File: config.mk
export PLATFORM = sky130hd
export DESIGN_NAME = jtag_dtm
export DESIGN_NICKNAME = d
export VERILOG_FILES = /design/src/rtl/jtag_dtm.sv
export SDC_FILE = /design/constraint.sdc
export NUM_CORES = 1
export LEC_CHECK = 0
export ABC_AREA = 1
export BUFFER_PORTS_ARGS = -buffer_cell sky130_fd_sc_hd__buf_2
export CORE_ASPECT_RATIO = 0.7
export CORE_MARGIN = 2
export CORE_UTILIZATION = 40
export DETAILED_ROUTE_END_ITERATION = 8
export PLACE_DENSITY_LB_ADDON = 0.08
export SLEW_MARGIN = 10
export SYNTH_ARGS = -nofsm -noshare
export SYNTH_HDL_FRONTEND = slang
export SYNTH_SLANG_ARGS = --single-unit
File: constraint.sdc
create_clock -name clk -period 4.6 [get_ports clk]
set_input_delay 0.92 -clock clk [delete_from_list [all_inputs] [get_ports clk]]
set_output_delay 0.92 -clock clk [all_outputs]
set_load 0.02 [all_outputs]
File: src/rtl/jtag_dtm.sv
// ---------------------------------------------------------------------------
// jtag_dtm : RISC-V style JTAG Debug Transport Module running entirely in the
// clk domain. The user-chain JTAG pins are oversampled through 2-flop
// synchronizers, a TAP tracker follows the TCK edges, and the DMI / DTMCS
// data registers are captured, shifted and updated from those edges.
//
// Ports
//   clk, rst_n                system clock (>= 4x TCK), async active-low reset
//   jtag_reset                TAP test-logic-reset indication
//   tck, tdi, tms, tdo        user-chain JTAG signals (tdo is clk-registered)
//   sel_dmi, sel_dtmcs        USER3 / USER2 instruction selected
//   dmi_req_*                 request channel (valid/ready, addr, data, op)
//   dmi_rsp_*                 response channel (valid/ready, data, resp)
//
// TAP tracker states
//   state         | meaning
//   TAP_TLR       | Test-Logic-Reset
//   TAP_RTI       | Run-Test/Idle
//   TAP_SEL_DR    | Select-DR-Scan
//   TAP_CAP_DR    | Capture-DR (data register loaded on the next rise)
//   TAP_SHIFT_DR  | Shift-DR (shift right, tdi into MSB)
//   TAP_EXIT1_DR  | Exit1-DR
//   TAP_PAUSE_DR  | Pause-DR
//   TAP_EXIT2_DR  | Exit2-DR
//   TAP_UPD_DR    | Update-DR (register acted upon on the next rise)
//   TAP_SEL_IR    | Select-IR-Scan
//   TAP_CAP_IR    | Capture-IR
//   TAP_SHIFT_IR  | Shift-IR
//   TAP_EXIT1_IR  | Exit1-IR
//   TAP_PAUSE_IR  | Pause-IR
//   TAP_EXIT2_IR  | Exit2-IR
//   TAP_UPD_IR    | Update-IR
// ---------------------------------------------------------------------------
module jtag_dtm #(
    parameter int unsigned ABITS     = 7,
    parameter int unsigned IDLE_HINT = 1
) (
    input  logic             clk,
    input  logic             rst_n,
    input  logic             jtag_reset,
    input  logic             tck,
    input  logic             tdi,
    input  logic             tms,
    output logic             tdo,
    input  logic             sel_dmi,
    input  logic             sel_dtmcs,
    output logic             dmi_req_valid,
    input  logic             dmi_req_ready,
    output logic [ABITS-1:0] dmi_req_addr,
    output logic [31:0]      dmi_req_data,
    output logic [1:0]       dmi_req_op,
    input  logic             dmi_rsp_valid,
    output logic             dmi_rsp_ready,
    input  logic [31:0]      dmi_rsp_data,
    input  logic [1:0]       dmi_rsp_resp
);

    localparam int unsigned SW      = ABITS + 34;
    localparam logic [2:0]  IDLE_F  = 3'(IDLE_HINT);
    localparam logic [5:0]  ABITS_F = 6'(ABITS);
    localparam logic [1:0]  ST_BUSY = 2'd3;

    typedef enum logic [3:0] {
        TAP_TLR,
        TAP_RTI,
        TAP_SEL_DR,
        TAP_CAP_DR,
        TAP_SHIFT_DR,
        TAP_EXIT1_DR,
        TAP_PAUSE_DR,
        TAP_EXIT2_DR,
        TAP_UPD_DR,
        TAP_SEL_IR,
        TAP_CAP_IR,
        TAP_SHIFT_IR,
        TAP_EXIT1_IR,
        TAP_PAUSE_IR,
        TAP_EXIT2_IR,
        TAP_UPD_IR
    } tap_e;

    // -----------------------------------------------------------------------
    // Synchronizers and TCK edge detection. Reset value 0 on every stage plus
    // tck_prev_q means a released reset can never fabricate a TCK edge.
    // -----------------------------------------------------------------------
    logic [5:0] sync1_q;
    logic [5:0] sync2_q;
    logic       tck_prev_q;
    logic       tck_s, tdi_s, tms_s, jrst_s, sel_dmi_s, sel_dtmcs_s;
    logic       tck_rise, tck_fall;

    always_ff @(posedge clk or negedge rst_n) begin
        if (!rst_n) begin
            sync1_q    <= '0;
            sync2_q    <= '0;
            tck_prev_q <= 1'b0;
        end else begin
            sync1_q    <= {sel_dtmcs, sel_dmi, jtag_reset, tms, tdi, tck};
            sync2_q    <= sync1_q;
            tck_prev_q <= tck_s;
        end
    end

    assign {sel_dtmcs_s, sel_dmi_s, jrst_s, tms_s, tdi_s, tck_s} = sync2_q;
    assign tck_rise = tck_s & ~tck_prev_q;
    assign tck_fall = ~tck_s & tck_prev_q;

    // -----------------------------------------------------------------------
    // TAP tracker
    // -----------------------------------------------------------------------
    tap_e tap_q, tap_d;

    always_ff @(posedge clk or negedge rst_n) begin
        if (!rst_n) begin
            tap_q <= TAP_TLR;
        end else begin
            tap_q <= tap_d;
        end
    end

    always_comb begin
        tap_d = tap_q;
        if (jrst_s) begin
            tap_d = TAP_TLR;
        end else if (tck_rise) begin
            case (tap_q)
                TAP_TLR:      tap_d = tms_s ? TAP_TLR      : TAP_RTI;
                TAP_RTI:      tap_d = tms_s ? TAP_SEL_DR   : TAP_RTI;
                TAP_SEL_DR:   tap_d = tms_s ? TAP_SEL_IR   : TAP_CAP_DR;
                TAP_CAP_DR:   tap_d = tms_s ? TAP_EXIT1_DR : TAP_SHIFT_DR;
                TAP_SHIFT_DR: tap_d = tms_s ? TAP_EXIT1_DR : TAP_SHIFT_DR;
                TAP_EXIT1_DR: tap_d = tms_s ? TAP_UPD_DR   : TAP_PAUSE_DR;
                TAP_PAUSE_DR: tap_d = tms_s ? TAP_EXIT2_DR : TAP_PAUSE_DR;
                TAP_EXIT2_DR: tap_d = tms_s ? TAP_UPD_DR   : TAP_SHIFT_DR;
                TAP_UPD_DR:   tap_d = tms_s ? TAP_SEL_DR   : TAP_RTI;
                TAP_SEL_IR:   tap_d = tms_s ? TAP_TLR      : TAP_CAP_IR;
                TAP_CAP_IR:   tap_d = tms_s ? TAP_EXIT1_IR : TAP_SHIFT_IR;
                TAP_SHIFT_IR: tap_d = tms_s ? TAP_EXIT1_IR : TAP_SHIFT_IR;
                TAP_EXIT1_IR: tap_d = tms_s ? TAP_UPD_IR   : TAP_PAUSE_IR;
                TAP_PAUSE_IR: tap_d = tms_s ? TAP_EXIT2_IR : TAP_PAUSE_IR;
                TAP_EXIT2_IR: tap_d = tms_s ? TAP_UPD_IR   : TAP_SHIFT_IR;
                TAP_UPD_IR:   tap_d = tms_s ? TAP_SEL_DR   : TAP_RTI;
                default:      tap_d = TAP_TLR;
            endcase
        end
    end

    // -----------------------------------------------------------------------
    // Data registers and DMI handshake
    // -----------------------------------------------------------------------
    logic [SW-1:0]    shift_q, shift_d;
    logic [ABITS-1:0] addr_q, addr_d;
    logic [31:0]      data_q, data_d;
    logic [1:0]       op_q, op_d;
    logic [1:0]       dmistat_q, dmistat_d;
    logic             outstanding_q, outstanding_d;
    logic             discard_q, discard_d;
    logic             req_valid_q, req_valid_d;
    logic             rsp_ready_q, rsp_ready_d;
    logic             tdo_q, tdo_d;

    logic             req_fire, rsp_fire;
    logic [1:0]       upd_op;
    logic [31:0]      dtmcs_cap;

    assign req_fire  = req_valid_q & dmi_req_ready;
    assign rsp_fire  = rsp_ready_q & dmi_rsp_valid;
    assign upd_op    = shift_q[1:0];
    assign dtmcs_cap = {14'b0, 1'b0, 1'b0, 1'b0, IDLE_F, dmistat_q, ABITS_F, 4'd1};

    always_ff @(posedge clk or negedge rst_n) begin
        if (!rst_n) begin
            shift_q       <= '0;
            addr_q        <= '0;
            data_q        <= '0;
            op_q          <= '0;
            dmistat_q     <= '0;
            outstanding_q <= 1'b0;
            discard_q     <= 1'b0;
            req_valid_q   <= 1'b0;
            rsp_ready_q   <= 1'b0;
            tdo_q         <= 1'b0;
        end else begin
            shift_q       <= shift_d;
            addr_q        <= addr_d;
            data_q        <= data_d;
            op_q          <= op_d;
            dmistat_q     <= dmistat_d;
            outstanding_q <= outstanding_d;
            discard_q     <= discard_d;
            req_valid_q   <= req_valid_d;
            rsp_ready_q   <= rsp_ready_d;
            tdo_q         <= tdo_d;
        end
    end

    always_comb begin
        shift_d       = shift_q;
        addr_d        = addr_q;
        data_d        = data_q;
        op_d          = op_q;
        dmistat_d     = dmistat_q;
        outstanding_d = outstanding_q;
        discard_d     = discard_q;
        req_valid_d   = req_valid_q;
        rsp_ready_d   = rsp_ready_q;
        tdo_d         = tck_fall ? shift_q[0] : tdo_q;

        // Bus side first: a JTAG action on the same clk is evaluated against
        // the pre-completion register values and, when both touch dmistat,
        // the JTAG side is applied last.
        if (req_fire) begin
            req_valid_d = 1'b0;
            rsp_ready_d = 1'b1;
        end

        if (rsp_fire) begin
            rsp_ready_d   = 1'b0;
            outstanding_d = 1'b0;
            discard_d     = 1'b0;
            if (!discard_q) begin
                data_d = dmi_rsp_data;
                if (dmi_rsp_resp != 2'd0) begin
                    dmistat_d = dmi_rsp_resp;
                end
            end
        end

        if (tck_rise && !jrst_s) begin
            case (tap_q)
                TAP_CAP_DR: begin
                    if (sel_dmi_s) begin
                        shift_d = {addr_q, data_q, outstanding_q ? ST_BUSY : dmistat_q};
                        if (outstanding_q) begin
                            dmistat_d = ST_BUSY;
                        end
                    end else if (sel_dtmcs_s) begin
                        shift_d        = '0;
                        shift_d[31:0]  = dtmcs_cap;
                    end
                end
                TAP_SHIFT_DR: begin
                    if (sel_dmi_s) begin
                        shift_d = {tdi_s, shift_q[SW-1:1]};
                    end else if (sel_dtmcs_s) begin
                        shift_d       = '0;
                        shift_d[31:0] = {tdi_s, shift_q[31:1]};
                    end
                end
                TAP_UPD_DR: begin
                    if (sel_dmi_s) begin
                        if (outstanding_q) begin
                            dmistat_d = ST_BUSY;
                        end else if (dmistat_q == 2'd0 &&
                                     (upd_op == 2'd1 || upd_op == 2'd2)) begin
                            addr_d        = shift_q[SW-1:34];
                            data_d        = shift_q[33:2];
                            op_d          = upd_op;
                            req_valid_d   = 1'b1;
                            outstanding_d = 1'b1;
                        end
                    end else if (sel_dtmcs_s) begin
                        if (shift_q[16] || shift_q[17]) begin
                            dmistat_d = 2'd0;
                        end
                        // Hard reset abandons the result of the transaction in
                        // flight; the request itself still completes on the bus.
                        if (shift_q[17] && outstanding_q && !rsp_fire) begin
                            discard_d = 1'b1;
                        end
                    end
                end
                default: ;
            endcase
        end
    end

    assign tdo           = tdo_q;
    assign dmi_req_valid = req_valid_q;
    assign dmi_req_addr  = addr_q;
    assign dmi_req_data  = data_q;
    assign dmi_req_op    = op_q;
    assign dmi_rsp_ready = rsp_ready_q;

endmodule
==> out/qor.txt, run 1 <==
Post-Syn Area = 5390 µm²
hpwl dp = 8500 µm
r2r worst-path depth = 8
Ys Warns = 0
delay of the slowest cell on the worst path = 0.64 ns
Sequential Power Share = 44.6%
post-synthesis mux area share = 0%
Die Height = 101 µm
flop-to-flop setup slack = 1.80 ns
Crit Path Max Fanout = 47
Final Max Slew Viols = 0
synth unique cells = 31
Synth Register Bits = 106
Wirelength per Cell = 13.3 µm
FP Rows = 35
data arrival time of the critical path = 3.07 ns
Layout area overhead = 13.6%
Pre-Repair DR Iteration Count = 5
max-cap violations = 0
Root Buffer = clkbuf_16
startpoint types = flop
switching share of power = 35.4%
Final Hold Fails = 0
sw power = 978 µW
Slowest-stage cell, CP = nor2_4
Vias/cell = 4.74
Post-Synth Simple-Gate Area = 28.5%
clk sinks = 106
Layout Utilization = 46.4%
worst-case clock buffer depth = 2
largest net degree at the start of global routing = 63
Initial Util = 40.9%
Worst Min Path Start = sync1_q[2]$_DFF_PN0_
core area = 13200 µm²
initial DRC count = 248
Setup Fix Bufs, Post-CTS = 0
htree depth = 3
clk_lat worst skew = 0.34 ns
Gate power share = 30.0%
Synth Area in Adders = 0%
final setup skew = 0.00865 ns
WP data required = 4.88 ns
final-layout fill cell count = 1362
GR Util All Layers = 18.7%
Post-DRT Antenna Nets = 0
Post-Route Setup TNS = 0 ns
# IOs = 88
Final Cell Area = 6120 µm²
Routed WL = 12600 µm
fin crit share = 60.8%
Syn Inst Count = 695
CP most frequent cell = nand2_1
Avg Cell Area, Syn = 7.76 µm²
global-route wire length before repair = 21100 µm
status = completed
VDD IR max = 0.000208 V
Remaining DRCs = 0
critical path depth = 8
CTS Buf Count = 9
Area after DPL = 5860 µm²
diode count = 0
FF-to-FF Start = tap_q[2]$_DFFE_PN0P_
clock network fraction of design power = 25.5%
WHS Path Cells = 0
sequential share of the synthesized area = 49.2%
hold buffers post-CTS = 0
Leakage Power = 0.00314 µW
Syn Nets = 739
CTS resizes = 0
Final Setup Violations = 0
Tightest Hold Check Type = flop to flop
crit path time final = 2.80 ns
gpl congestion = 0.830
Synth Area in XOR/XNOR = 0%
CTS tree = yes
die width = 143 µm
Synth Area in Compound Gates = 13.2%
via count = 4505
crit-path leading delay family = simple AND/OR/NAND/NOR gates
port bufs = 87
die area = 14400 µm²
slew margin rel. = 38.3%
Pint = 1780 µW
Crit. End Element = flop
largest family of logic cells by synthesized area = simple AND/OR/NAND/NOR gates
PD cells = 451 nW/µm²
CP Launch Point = tap_q[2]$_DFFE_PN0P_
RSZ-0062 raised after global routing = false
Worst Tran Pin Value = 0.924 ns
Max Clk Rate = 0.358 GHz
worst path cell trace = inv_2 > nor2_2 > nand2_2 > buf_4 > o21ai_1 > nor2_4 > nand2_1 > nand2_1
CP Buf/Inv Count = 2
initial antenna violation count = 0
CP Class = flop to flop
number of global-route vias before repair = 4130
Reg clk slew, reported paths = 0.07 ns
grt total ovfl = 0
nets@finish = 806
share of cells above drive strength 1 = 20.1%
[stage by stage]
stage / power, µW / hold slack [ns] / cells / worst slack [ns]
6_report: 2760 / 0.351 / 950 / 1.80
5_1_grt: 2950 / 0.356 / 950 / 1.47
4_1_cts: 2790 / 0.354 / 950 / 1.79
3_5_place_dp: 2080 / 0.336 / 936 / 1.83
3_3_place_gp: 2070 / 0.333 / 936 / 1.88
2_1_floorplan: 1800 / 0.331 / 695 / 2.75
[power groups by stage]
stage                     Sequential, µW  Clock (µW)  Combinational, µW
after floorplan                     1390           0                406
after CTS                           1230         727                835
after detailed placement            1250           0                831
after global routing                1250         763                937
final                               1230         703                827
after global placement              1240           0                826
[layout make-up]
| cell class | count | area, µm² | share of cell area [%] |
|---|---|---|---|
| sequential | 106 | 2650 | 43.3 |
| multi-input combinational | 487 | 2250 | 36.8 |
| timing repair buffer | 92 | 475 | 7.77 |
| inverter | 66 | 248 | 4.05 |
| clock buffer | 11 | 243 | 3.96 |
| tap | 185 | 231 | 3.78 |
| clock inverter | 3 | 17.5 | 0.286 |
[sequential cells by signal, summed over array words and instances, names as in the netlist]
register	flops
sync1_q	6
sync2_q	6
tap_q	4
outstanding_q	1
dmi_rsp_ready	1
dmi_req_data	32
tdo	1
dmistat_q	2
dmi_req_valid	1
discard_q	1
tck_prev_q	1
shift_q	41
dmi_req_op	2
dmi_req_addr	7
[synth_stat cells, drive strengths merged]
cell type / instances / share of area, %
nand2: 294 / 21
dfrtp: 106 / 49
o21ai: 98 / 11
inv: 65 / 4.5
nand3: 41 / 4.0
nor2: 29 / 2.7
buf: 27 / 3.9
a21oi: 12 / 1.1
clkbuf: 9 / 0.63
a31oi: 2 / 0.23
nor3: 2 / 0.49
o211ai: 2 / 0.28
o22ai: 2 / 0.23
a22oi: 1 / 0.14
and3: 1 / 0.12
clkinv: 1 / 0.070
nand3b: 1 / 0.14
nand4: 1 / 0.12
or2: 1 / 0.12
[worst paths after layout]
path | end
max | shift_q[27]$_DFFE_PN0P_
min | sync2_q[2]$_DFF_PN0_
max reg2reg | shift_q[27]$_DFFE_PN0P_
min reg2reg | sync2_q[2]$_DFF_PN0_
max in group asynchronous | dmi_req_data[0]$_DFF_PN0_
min in group asynchronous | dmi_req_addr[3]$_DFFE_PN0P_
[cell families after synthesis]
group / Yosys count
and+or+nand+nor: 370
AOI/OAI and AO/OA: 117
DFF: 106
buffers and inverters: 102
[per-layer routing]
metal  up-vias  track usage, %  wire (µm)
li1       2310               -          -
met1      2065            29.2       6590
met2       116            26.5       5230
met3        14            3.55        656
met4         0            4.57        141
met5         -               0          0
[worst register-to-register path, cell delays in order (launching register included)]
cell	delay, ns
dfrtp_1	0.53
inv_2	0.12
nor2_2	0.05
nand2_2	0.49
buf_4	0.49
o21ai_1	0.18
nor2_4	0.64
nand2_1	0.14
nand2_1	0.09
[cell usage in the layout (no fill, tap or decap), types with 2 or more instances in the layout]
cell | Yosys | routed
o21ai_2 | 30 | 30
o21ai_1 | 12 | 12
nor2_2 | 2 | 3
clkbuf_16 | 0 | 9
o211ai_1 | 2 | 2
clkinv_2 | 0 | 2
nand2_2 | 3 | 4
nor2_1 | 24 | 23
inv_2 | 2 | 2
dfrtp_1 | 106 | 106
o21ai_0 | 56 | 56
o22ai_1 | 2 | 2
inv_1 | 63 | 63
nand3_1 | 39 | 39
a21oi_1 | 12 | 12
nor2_4 | 2 | 2
buf_2 | 13 | 86
nand2_4 | 2 | 2
nand3_2 | 2 | 2
buf_4 | 0 | 6
a31oi_1 | 2 | 2
nand2_1 | 289 | 288
No activity file was read; power rests on OpenSTA's default activity.
==> run 2, diff against run 1 <==
==> constraint.sdc (replaced) <==
create_clock -name clk -period 2.88 [get_ports clk]
set_input_delay 0.576 -clock clk [delete_from_list [all_inputs] [get_ports clk]]
set_output_delay 0.576 -clock clk [all_outputs]
set_load 0.02 [all_outputs]
==> out/qor.txt, run 2 (same netlist as run 1, synthesis figures left out) <==
status = completed
number of global-route vias before repair = 4293
Gate power share = 28.9%
fin crit share = 77.1%
Multi-input gate area = 2250 µm²
Sequential Area = 2650 µm²
GR Util All Layers = 19.0%
initial antenna violation count = 0
Reg clk slew, reported paths = 0.07 ns
Setup Fix Bufs, Post-CTS = 0
startpoint types = flop
PD cells = 746 nW/µm²
share of cells above drive strength 1 = 20.6%
sw power = 1580 µW
Die Height = 101 µm
CP Class = flop to flop
Post-Route Setup TNS = 0 ns
slew margin rel. = 44.6%
worst-case clock buffer depth = 2
via count = 4536
Remaining DRCs = 0
Layout area overhead = 15.5%
CTS tree = yes
Worst Tran Pin Value = 0.831 ns
global-route wire length before repair = 21600 µm
die area = 14400 µm²
Pre-Repair DR Iteration Count = 4
fin cells = 955
Crit. End Element = flop
Root Buffer = clkbuf_16
Routed WL = 12900 µm
RSZ-0062 raised after global routing = false
clock network fraction of design power = 29.0%
Tightest Hold Check Type = input port to async pin
diode count = 0
Largest register FFs = 41
die width = 143 µm
largest net degree at the start of global routing = 65
Biggest register = shift_q
Sequential Power Share = 42.1%
port bufs = 87
Max Clk Rate = 0.451 GHz
Layout Utilization = 47.3%
hold buffers post-CTS = 0
Final Setup Violations = 0
CTS Buf Count = 9
final-layout fill cell count = 1314
Vias/cell = 4.75
crit path time final = 2.22 ns
Post-Place Cells = 940
hpwl dp = 8650 µm
clk sinks = 106
setup ws final = 0.661 ns
r2r worst-path depth = 8
core area = 13200 µm²
CTS resizes = 0
most frequent cells in the layout = nand2_1, dfrtp_1, buf_2
data arrival time of the critical path = 2.49 ns
Initial Util = 40.9%
Final Hold Fails = 0
FP Rows = 35
max-cap violations = 0
dpl ws = 0.716 ns
# IOs = 88
Leakage Power = 0.00319 µW
gpl congestion = 0.802
clk_lat worst skew = 0.34 ns
WP data required = 3.15 ns
Post-DRT Antenna Nets = 0
Final Max Slew Viols = 0
htree depth = 3
nets@finish = 810
grt total ovfl = 0
commonest non-fill, non-tap cell in the layout = nand2_1
Crit Path Max Fanout = 32
switching share of power = 34.0%
VDD IR max = 0.000383 V
Pwr Total = 4640 µW
initial DRC count = 263
Wirelength per Cell = 13.5 µm
final setup skew = 0.00760 ns
Pint = 3060 µW
## run 2: metal layers
layer  vias up  GRT usage [%]  part of all wire (%)
met5         -              0                     0
met4         0           5.03                   1.4
met3        10           3.92                   5.2
met2       118           29.0                    42
met1      2090           27.8                    51
li1       2318              -                     -
## run 2: area by class of cell
type                       instances  area share, %
timing repair buffer              96           8.31
multi-input combinational        487           36.2
clock inverter                     4           1.21
clock buffer                      11           4.06
inverter                          66           3.98
sequential                       106           42.6
tap                              185           3.72
## run 2: critical path: stages (launching register included)
cell and delay, ns:
dfrtp_1 0.60, inv_2 0.08, nor2_2 0.15, nand2_2 0.26
nand2_1 0.15, inv_1 0.07, nor2_4 0.59, nand2_1 0.13
nand2_1 0.11
## run 2: path summary, 6_finish.rpt
check	start	end	slack (ns)
worst max-delay path	tap_q[2]$_DFFE_PN0P_	shift_q[0]$_DFFE_PN0P_	0.66
worst min-delay path	rst_n	dmi_req_addr[1]$_DFFE_PN0P_	0.1
worst max register to register	tap_q[2]$_DFFE_PN0P_	shift_q[0]$_DFFE_PN0P_	0.66
worst min register to register	sync1_q[2]$_DFF_PN0_	sync2_q[2]$_DFF_PN0_	0.35
max in group asynchronous	rst_n	dmi_req_data[2]$_DFF_PN0_	2.15
min in group clk	sel_dtmcs	sync1_q[5]$_DFF_PN0_	0.34
## run 2: through the flow
step	hold slack (ns)	cell area (µm²)
5_1_grt	0.105	6230
4_1_cts	0.100	6230
6_report	0.0962	6230
2_1_floorplan	0.280	5390
3_5_place_dp	0.335	5900
3_3_place_gp	0.334	5900
## run 2: power groups by stage
stage	Clock [µW]	Sequential, µW	Combinational, µW
2_1_floorplan	0	2220	649
3_3_place_gp	0	1980	1340
3_5_place_dp	0	1990	1350
4_1_cts	1380	1960	1360
5_1_grt	1440	2000	1520
6_report	1350	1960	1340
==> run 3, diff against run 2 <==
--- a/config.mk
+++ b/config.mk
@@ -5,7 +5,7 @@
 export SDC_FILE = /design/constraint.sdc
 export NUM_CORES = 1
 export LEC_CHECK = 0
-export ABC_AREA = 1
+export ABC_AREA = 0
 export BUFFER_PORTS_ARGS = -buffer_cell sky130_fd_sc_hd__buf_2
 export CORE_ASPECT_RATIO = 0.7
 export CORE_MARGIN = 2
==> constraint.sdc (replaced) <==
create_clock -name clk -period 2.1 [get_ports clk]
set_input_delay 0.42 -clock clk [delete_from_list [all_inputs] [get_ports clk]]
set_output_delay 0.42 -clock clk [all_outputs]
set_load 0.02 [all_outputs]
==> out/qor.txt, run 3 <==
hpwl dp = 7940 µm
Root Buffer = clkbuf_16
# IOs = 88
Avg Cell Area, Syn = 10.2 µm²
Vias/cell = 5.27
Remaining DRCs = 0
commonest non-fill, non-tap cell in the layout = dfrtp_1
Layout Utilization = 48.4%
asr flop ratio synth = 100%
Wirelength per Cell = 16.1 µm
Max Clk Rate = 0.553 GHz
r2r worst-path depth = 5
Crit Path Max Fanout = 25
Final Hold Fails = 0
Crit. End Element = flop
clk sinks = 106
global-route wire length before repair = 19700 µm
CP Launch Point = tap_q[1]$_DFFE_PN0P_
WP data required = 2.33 ns
slew margin rel. = 52.9%
Syn Inst Count = 490
fin cells = 735
data arrival time of the critical path = 2.04 ns
CTS resizes = 0
worst-case clock buffer depth = 2
reg2reg end = dmi_req_addr[6]$_DFFE_PN0P_
final setup skew = 0.00865 ns
Biggest register = shift_q
die width = 137 µm
worst setup path endpoint = dmi_req_addr[6]$_DFFE_PN0P_
most frequent cell after synthesis = dfrtp_1
GR Util All Layers = 18.9%
initial DRC count = 236
share of cells above drive strength 1 = 24.4%
Slowest-stage cell, CP = nor4b_4
FP Rows = 34
CTS tree = yes
Syn Nets = 534
via count = 3871
Die Height = 97.4 µm
port bufs = 87
synth cell count leaders = dfrtp_1, a21oi_1, nand2_1
clk_lat worst skew = 0.34 ns
Ys Warns = 0
Largest register FFs = 41
Initial Util = 40.6%
startpoint types = flop
Layout area overhead = 19.1%
nets@finish = 612
delay of the slowest cell on the worst path = 0.41 ns
Final Max Slew Viols = 0
initial antenna violation count = 0
gpl congestion = 0.804
max-cap violations = 0
diode count = 0
CTS Buf Count = 9
Post-DRT Antenna Nets = 0
Pwr Total = 4730 µW
status = completed
largest net degree at the start of global routing = 49
Reg clk slew, reported paths = 0.07 ns
Pre-Repair DR Iteration Count = 5
Setup Fix Bufs, Post-CTS = 0
Routed WL = 11800 µm
worst path cell trace = buf_4 > nor4b_4 > nand4_4 > buf_4 > mux2_4
Final Setup Violations = 0
largest area contributor in the netlist = dfrtp_1
PD cells = 796 nW/µm²
die area = 13400 µm²
Leakage Power = 0.00271 µW
CP most frequent cell = buf_4
sequential share of the synthesized area = 53.2%
VDD IR max = 0.000392 V
FF-to-FF Start = tap_q[1]$_DFFE_PN0P_
Post-Place Cells = 719
Post-synth EDFFs = 0
number of global-route vias before repair = 3757
grt total ovfl = 0
CP Class = flop to flop
Worst Tran Pin Value = 0.704 ns
Main synth FF type = dfrtp_1
Area contributors post-synth = dfrtp_1, mux2i_1, a21oi_1, nand2_1, o21ai_1
RSZ-0062 raised after global routing = false
Synth Register Bits = 106
most frequent cells in the layout = dfrtp_1, buf_2, a21oi_1
htree depth = 3
hold buffers post-CTS = 0
Yosys top cell area share = 53.2%
crit path time final = 1.81 ns
Post-Route Setup TNS = 0 ns
Tightest Hold Check Type = input port to async pin
flop-to-flop setup slack = 0.29 ns
synth unique cells = 53
fin crit share = 86.1%
Post-Syn Area = 4990 µm²
core area = 12300 µm²
==> run 3: cell count changes after synthesis, sizes merged, moves of 3 or more <==
cell,delta
nand2,-242
inv,-61
a21oi,+55
o21ai,-48
mux2i,+44
nand3,-38
and3,+22
nor2,+13
mux2,+8
clkbuf,+4
buf,-3
nand3b,+3
nor2b,+3
==> run 3: cells by family after synthesis <==
kind of cell / after synthesis / share of synthesized area [%]
compound gates: 142 / 16.2
simple gates: 147 / 15.2
buf+inv: 41 / 4.36
xor+xnor: 2 / 0.351
mux: 52 / 10.7
flops: 106 / 53.2
==> run 3: how the worst min path moves through the flow <==
stage,startpoint,to,cells past startpoint
finish,rst_n,sync2_q[1]$_DFF_PN0_,1
global route,rst_n,sync2_q[1]$_DFF_PN0_,1
CTS,rst_n,sync2_q[1]$_DFF_PN0_,1
detailed placement,sync1_q[4]$_DFF_PN0_,sync2_q[4]$_DFF_PN0_,0
global placement,sync1_q[5]$_DFF_PN0_,sync2_q[5]$_DFF_PN0_,0
floorplan,rst_n,discard_q$_DFF_PN0_,0
==> run 3: critical path: cells and delay by family (launching register included) <==
| kind | cells | cell delay [ns] |
|---|---|---|
| AND/OR/NAND/NOR | 2 | 0.55 |
| buffers and inverters | 2 | 0.44 |
| flip-flops | 1 | 0.39 |
| multiplexers | 1 | 0.32 |
==> run 3: final cells by class <==
type,instances,area (µm²)
inverter,4,15.0
tap,162,203
multi-input combinational,343,2130
clock inverter,6,87.6
sequential,106,2650
timing repair buffer,104,616
fill,1186,6350
clock buffer,10,239
==> run 3: power by group <==
group | internal [µW] | switching (µW)
Clock | 1080 | 763
Sequential | 2190 | 143
Combinational | 233 | 313
==> run 3: through the flow <==
stage / setup slack [ns] / area, µm² / hold slack, ns
4_1_cts: 0.246 / 5940 / 0.0557
5_1_grt: 0.147 / 5940 / 0.0711
6_report: 0.292 / 5940 / 0.0441
3_5_place_dp: 0.240 / 5620 / 0.335
3_3_place_gp: 0.324 / 5620 / 0.333
2_1_floorplan: 0.434 / 4990 / 0.124
==> run 3: layer usage <==
layer | wire length, µm | global-route usage (%)
met2 | 5170 | 27.2
met4 | 53 | 4.52
met5 | 0 | 0
met1 | 5980 | 29.1
met3 | 595 | 4.12
